==> src/rtl/sample_bus_arbiter.sv <==
// Shared sample-bus arbiter: fixed top priority for the DMA port (index 0), round-robin
// among the other masters, a one-cycle turnaround between owners and a hold-time watchdog.
module sample_bus_arbiter #(
    parameter int NREQ     = 3,
    parameter int MAX_HOLD = 16
) (
    input  logic            clk,
    input  logic            reset,
    input  logic [NREQ-1:0] breq,
    output logic [NREQ-1:0] bgrant,
    output logic [2:0]      owner,
    output logic            owner_valid,
    output logic            timeout,
    output logic [2:0]      timeout_id,
    output logic [NREQ-1:0] mask
);

    typedef enum logic [1:0] {
        IDLE  = 2'd0,
        GRANT = 2'd1,
        TURN  = 2'd2
    } state_t;

    state_t          state_r;
    logic [2:0]      rr_ptr_r;
    logic [7:0]      hold_cnt_r;
    logic [NREQ-1:0] elig_s;
    logic            any_elig_s;
    logic [2:0]      sel_s;
    logic            owner_req_s;
    logic            expire_s;

    // Winner selection: index 0 first, otherwise the nearest eligible index after rr_ptr in 1..NREQ-1
    always_comb begin
        int best_d;
        int d;
        elig_s     = breq & ~mask;
        any_elig_s = |elig_s;
        sel_s      = 3'd0;
        best_d     = NREQ;
        d          = 0;
        if (elig_s[0]) begin
            sel_s = 3'd0;
        end else begin
            for (int i = 1; i < NREQ; i++) begin
                d      = (i - int'(rr_ptr_r) - 1 + 2 * (NREQ - 1)) % (NREQ - 1);
                sel_s  = (elig_s[i] && (d < best_d)) ? 3'(i) : sel_s;
                best_d = (elig_s[i] && (d < best_d)) ? d : best_d;
            end
        end
    end

    // The current owner is still requesting; expiry only counts while it still wants the bus
    always_comb begin
        owner_req_s = |(breq & bgrant);
        expire_s    = (MAX_HOLD != 0) && (hold_cnt_r == 8'(MAX_HOLD)) && owner_req_s;
    end

    // Arbitration FSM with registered grant, owner, watchdog and mask outputs
    always_ff @(posedge clk or posedge reset) begin
        if (reset) begin
            state_r     <= IDLE;
            bgrant      <= '0;
            owner       <= 3'd0;
            owner_valid <= 1'b0;
            timeout     <= 1'b0;
            timeout_id  <= 3'd0;
            mask        <= '0;
            rr_ptr_r    <= 3'(NREQ - 1);
            hold_cnt_r  <= 8'd0;
        end else begin
            timeout <= 1'b0;
            mask    <= mask & breq;
            case (state_r)
                IDLE, TURN: begin
                    if (any_elig_s) begin
                        state_r     <= GRANT;
                        bgrant      <= NREQ'(1'b1) << sel_s;
                        owner       <= sel_s;
                        owner_valid <= 1'b1;
                        hold_cnt_r  <= 8'd1;
                        if (sel_s != 3'd0) begin
                            rr_ptr_r <= sel_s;
                        end else begin
                            rr_ptr_r <= rr_ptr_r;
                        end
                    end else begin
                        state_r <= IDLE;
                    end
                end
                GRANT: begin
                    if (!owner_req_s) begin
                        state_r     <= TURN;
                        bgrant      <= '0;
                        owner_valid <= 1'b0;
                    end else if (expire_s) begin
                        // Revoked master stays masked until it drops breq
                        state_r     <= TURN;
                        bgrant      <= '0;
                        owner_valid <= 1'b0;
                        timeout     <= 1'b1;
                        timeout_id  <= owner;
                        mask        <= (mask & breq) | bgrant;
                    end else if (hold_cnt_r != 8'hFF) begin
                        hold_cnt_r <= hold_cnt_r + 8'd1;
                    end else begin
                        hold_cnt_r <= hold_cnt_r;
                    end
                end
                default: begin
                    state_r     <= IDLE;
                    bgrant      <= '0;
                    owner_valid <= 1'b0;
                end
            endcase
        end
    end

endmodule

==> config.mk <==
export PLATFORM = sky130hd
export DESIGN_NAME = sample_bus_arbiter
export DESIGN_NICKNAME = d
export VERILOG_FILES = /design/src/rtl/sample_bus_arbiter.sv
export SDC_FILE = /design/constraint.sdc
export NUM_CORES = 1
export LEC_CHECK = 0
export ABC_AREA = 1
export CORE_MARGIN = 2
export CORE_UTILIZATION = 47
export DETAILED_ROUTE_END_ITERATION = 10
export GPL_TIMING_DRIVEN = 0
export PLACE_DENSITY = 0.81
export SYNTH_ARGS = -nofsm -noshare
export SYNTH_HDL_FRONTEND = slang
export SYNTH_SLANG_ARGS = --single-unit
==> constraint.sdc <==
create_clock -name clk -period 1.2 [get_ports clk]
set_input_delay 0.24 -clock clk [delete_from_list [all_inputs] [get_ports clk]]
set_output_delay 0.24 -clock clk [all_outputs]
set_load 0.01 [all_outputs]
==> metrics.md <==
| Metric | Value |
|---|---|
| Area grow syn2layout | `44.93%` |
| Synth warnings | `0` |
| HPWL Detailed | `1896 um` |
| Initial antenna violation count | `0` |
| Worst Max-Slew Pin Slew | `0.5212 ns` |
| Worst Setup Start Kind | `register` |
| Drt pass-1 iters | `4` |
| Main combinational cell family by area after synthesis | `simple AND/OR/NAND/NOR gates` |
| Final ANT Viol Nets | `0` |
| Max Freq | `693.9 MHz` |
| Clk buf depth | `2` |
| Rows | `18` |
| Post-Synth Adder-Cell Area | `1.988%` |
| Total die area | `3108 um^2` |
| Final Skew | `0.006530 ns` |
| First-pass GRT wire length | `5216 um` |
| Post-route cell area | `1824 um^2` |
| Setup WS post-layout | `-0.2410 ns` |
| Final Slew Violations | `0` |
| VDD IR max | `1262 uV` |
| Overall Global Routing Usage | `20.77%` |
| Fin. Hold Viols | `0` |
| Sequential Area | `579.3 um^2` |
| I/O Pins | `19` |
| Leakage power | `0.9532 nW` |
| Data arrival, critical path | `1.70 ns` |
| Setup Slack @ Placement | `-0.3879 ns` |
| Critical Path Sink Type | `register` |
| CTS Buf Count | `3` |
| Multiplexer share of the synthesized area | `0%` |
| Synth Area in Compound Gates | `3.976%` |
| Worst-path fanout max | `8` |
| Mean Syn Cell Area | `7.492 um^2` |
| Final setup vio count | `20` |
| Cell Area, Synth | `1259 um^2` |
| Fin crit share | `120.1%` |
| Layout fillers | `186` |
| Via/cell ratio | `5.142` |
| Die H | `55.75 um` |
| Port bufs | `16` |
| Starting DRC count in detailed routing | `58` |
| Vias in the first global route | `1216` |
| Seq cells post-synth | `23` |
| Ant. Diodes | `0` |
| CTS root buffer | `clkbuf_4` |
| TritonCTS clock tree | `built` |
| Post-Synth Simple-Gate Area | `39.17%` |
| DRC Markers | `0` |
| Hold Crit Class | `in -> async` |
| Synth Instances | `168` |
| Nets | `224` |
| H-tree levels | `1` |
| Clk_lat worst skew | `0.32 ns` |
| Remaining Overflow, GRT | `0` |
| Netlist cell types | `24` |
| Pwr per Cell Area | `1654 nW/um^2` |
| Post-Synth XOR/XNOR Area | `0.6958%` |
| Placed Area | `1476 um^2` |
| Slew margin rel. | `65.18%` |
| Pwr Total | `3.017 mW` |
| Core area | `2500 um^2` |
| Total number of vias | `1265` |
| Critical path required time | `1.46 ns` |
| # clock sinks | `23` |
| RSZ-0062 raised after global routing | `true` |
| Multi-input logic area | `747.0 um^2` |
| Clock transition at the registers of the reported paths | `0.13 ns` |
| Chip width | `55.75 um` |
| Routed len/inst | `14.01 um` |
| Largest net degree at the start of global routing | `24` |
| Status | `finished with violations` |
| Crit path kind | `reg -> reg` |
| Initial core utilization | `50.35%` |
| Violated checks | `setup timing` |
| Max_cap viols | `0` |
| Share of cells above drive strength 1 | `43.52%` |
| CTS Hold Buffers Added | `0` |
| RePlAce Congestion | `0.9297` |
| Seq/Total Area, Yosys | `45.73%` |
| TNS Setup | `-3.276 ns` |
| Detailed Route WL | `3447 um` |
| Final min period | `1.441 ns` |
==> registers in the layout, summed over array words and instances (netlist names) <==
| register | cells |
|---|---|
| bgrant | 3 |
| mask | 3 |
| owner | 2 |
| state_r | 2 |
| timeout_id | 2 |
| timeout | 1 |
| hold_cnt_r | 8 |
| owner_valid | 1 |
| rr_ptr_r | 1 |
==> final timing paths <==
| check | cells after the start | from | endpoint | slack [ns] |
|---|---|---|---|---|
| worst max-delay path | 9 | hold_cnt_r[1]$_DFFE_PP0P_ | hold_cnt_r[7]$_DFFE_PP0P_ | -0.24 |
| worst min-delay path | 2 | reset | timeout$_DFF_PP0_ | 0.29 |
| worst max register to register | 9 | hold_cnt_r[1]$_DFFE_PP0P_ | hold_cnt_r[7]$_DFFE_PP0P_ | -0.24 |
| worst min register to register | 2 | mask[0]$_DFF_PP0_ | mask[0]$_DFF_PP0_ | 0.51 |
| max in group asynchronous | 2 | reset | hold_cnt_r[5]$_DFFE_PP0P_ | 0.58 |
| min in group clk | 2 | mask[0]$_DFF_PP0_ | mask[0]$_DFF_PP0_ | 0.51 |
==> critical path: stages (launching register included) <==
cell	delay, ns
dfrtp_1	0.42
ha_2	0.21
nand2_2	0.07
nor2_4	0.13
nand2_2	0.09
nand2_4	0.08
nand3_4	0.11
nand2_4	0.13
nand2_1	0.06
nand2_1	0.06
==> synthesized netlist by cell type (all sizes together) <==
cell	number	share of area, %
o21bai	1	0.60
nand3	15	7.0
conb	1	0.30
nor2	14	5.4
nand3b	1	0.60
dfrtp	23	46
nor3b	2	1.2
nand4	1	0.50
a211oi	1	0.60
o21ai	7	2.8
nor3	3	1.2
clkinv	1	0.30
inv	21	6.3
xor2	1	0.70
buf	3	1.6
nand2	71	23
ha	2	2.0
==> cells in the final DEF (no fill, tap or decap), types with 3 or more instances in the layout <==
cell / n
clkbuf_2: 8
clkbuf_4: 3
dfrtp_2: 3
nand3_2: 3
nor2_1: 11
nand2_4: 7
buf_2: 3
inv_2: 6
nand2_2: 15
buf_4: 22
inv_1: 13
nand2_1: 50
dfrtp_1: 20
nor2_4: 3
clkdlybuf4s50_1: 4
o21ai_1: 4
nand3_1: 11
buf_6: 7
==> routing by layer <==
metal  up-vias  track usage (%)  part of all wire (%)  wire length, um
met4         0            7.317                   2.4               82
met5         -                0                     0                0
met1       613            24.29                    41             1410
met3         9            3.256                   2.8               97
met2        30            38.10                    54             1856
li1        613                -                     -                -
==> final cells by class <==
class / count / area share (%)
clock inverters: 1 / 0.2743
clock buffers: 3 / 1.235
inverters: 22 / 5.144
plain buffers: 3 / 1.097
repair buffers: 41 / 17.49
flip-flops and latches: 23 / 31.76
well taps: 30 / 2.058
multi-input cells: 123 / 40.95
==> cells by family after synthesis <==
| group | Yosys count |
|---|---|
| xor+xnor | 1 |
| fa+ha+maj | 2 |
| flops | 23 |
| compound gates | 9 |
| other cells | 1 |
| buf+inv | 25 |
| simple gates | 107 |
==> repair_timing <==
item                       in CTS  in global routing
setup buffers                  14                 12
setup endpoints to repair      32                 35
resized for setup              52                 39
pin swaps                      11                 10
gates cloned                    2                  0
==> through the flow <==
step | cells | util, % | hold slack, ns
6_report | 246 | 72.97 | 0.2885
5_1_grt | 246 | 72.97 | 0.3296
4_1_cts | 235 | 68.37 | 0.4256
3_5_place_dp | 215 | 59.06 | 0.4591
3_3_place_gp | 215 | 59.06 | 0.4590
2_1_floorplan | 169 | - | 0.2419
==> where the power goes <==
part,switching (mW),internal (mW)
Clock,0.242,0.125
Combinational,0.951,0.627
Sequential,0.137,0.935
(Power assumes the default switching activity.)
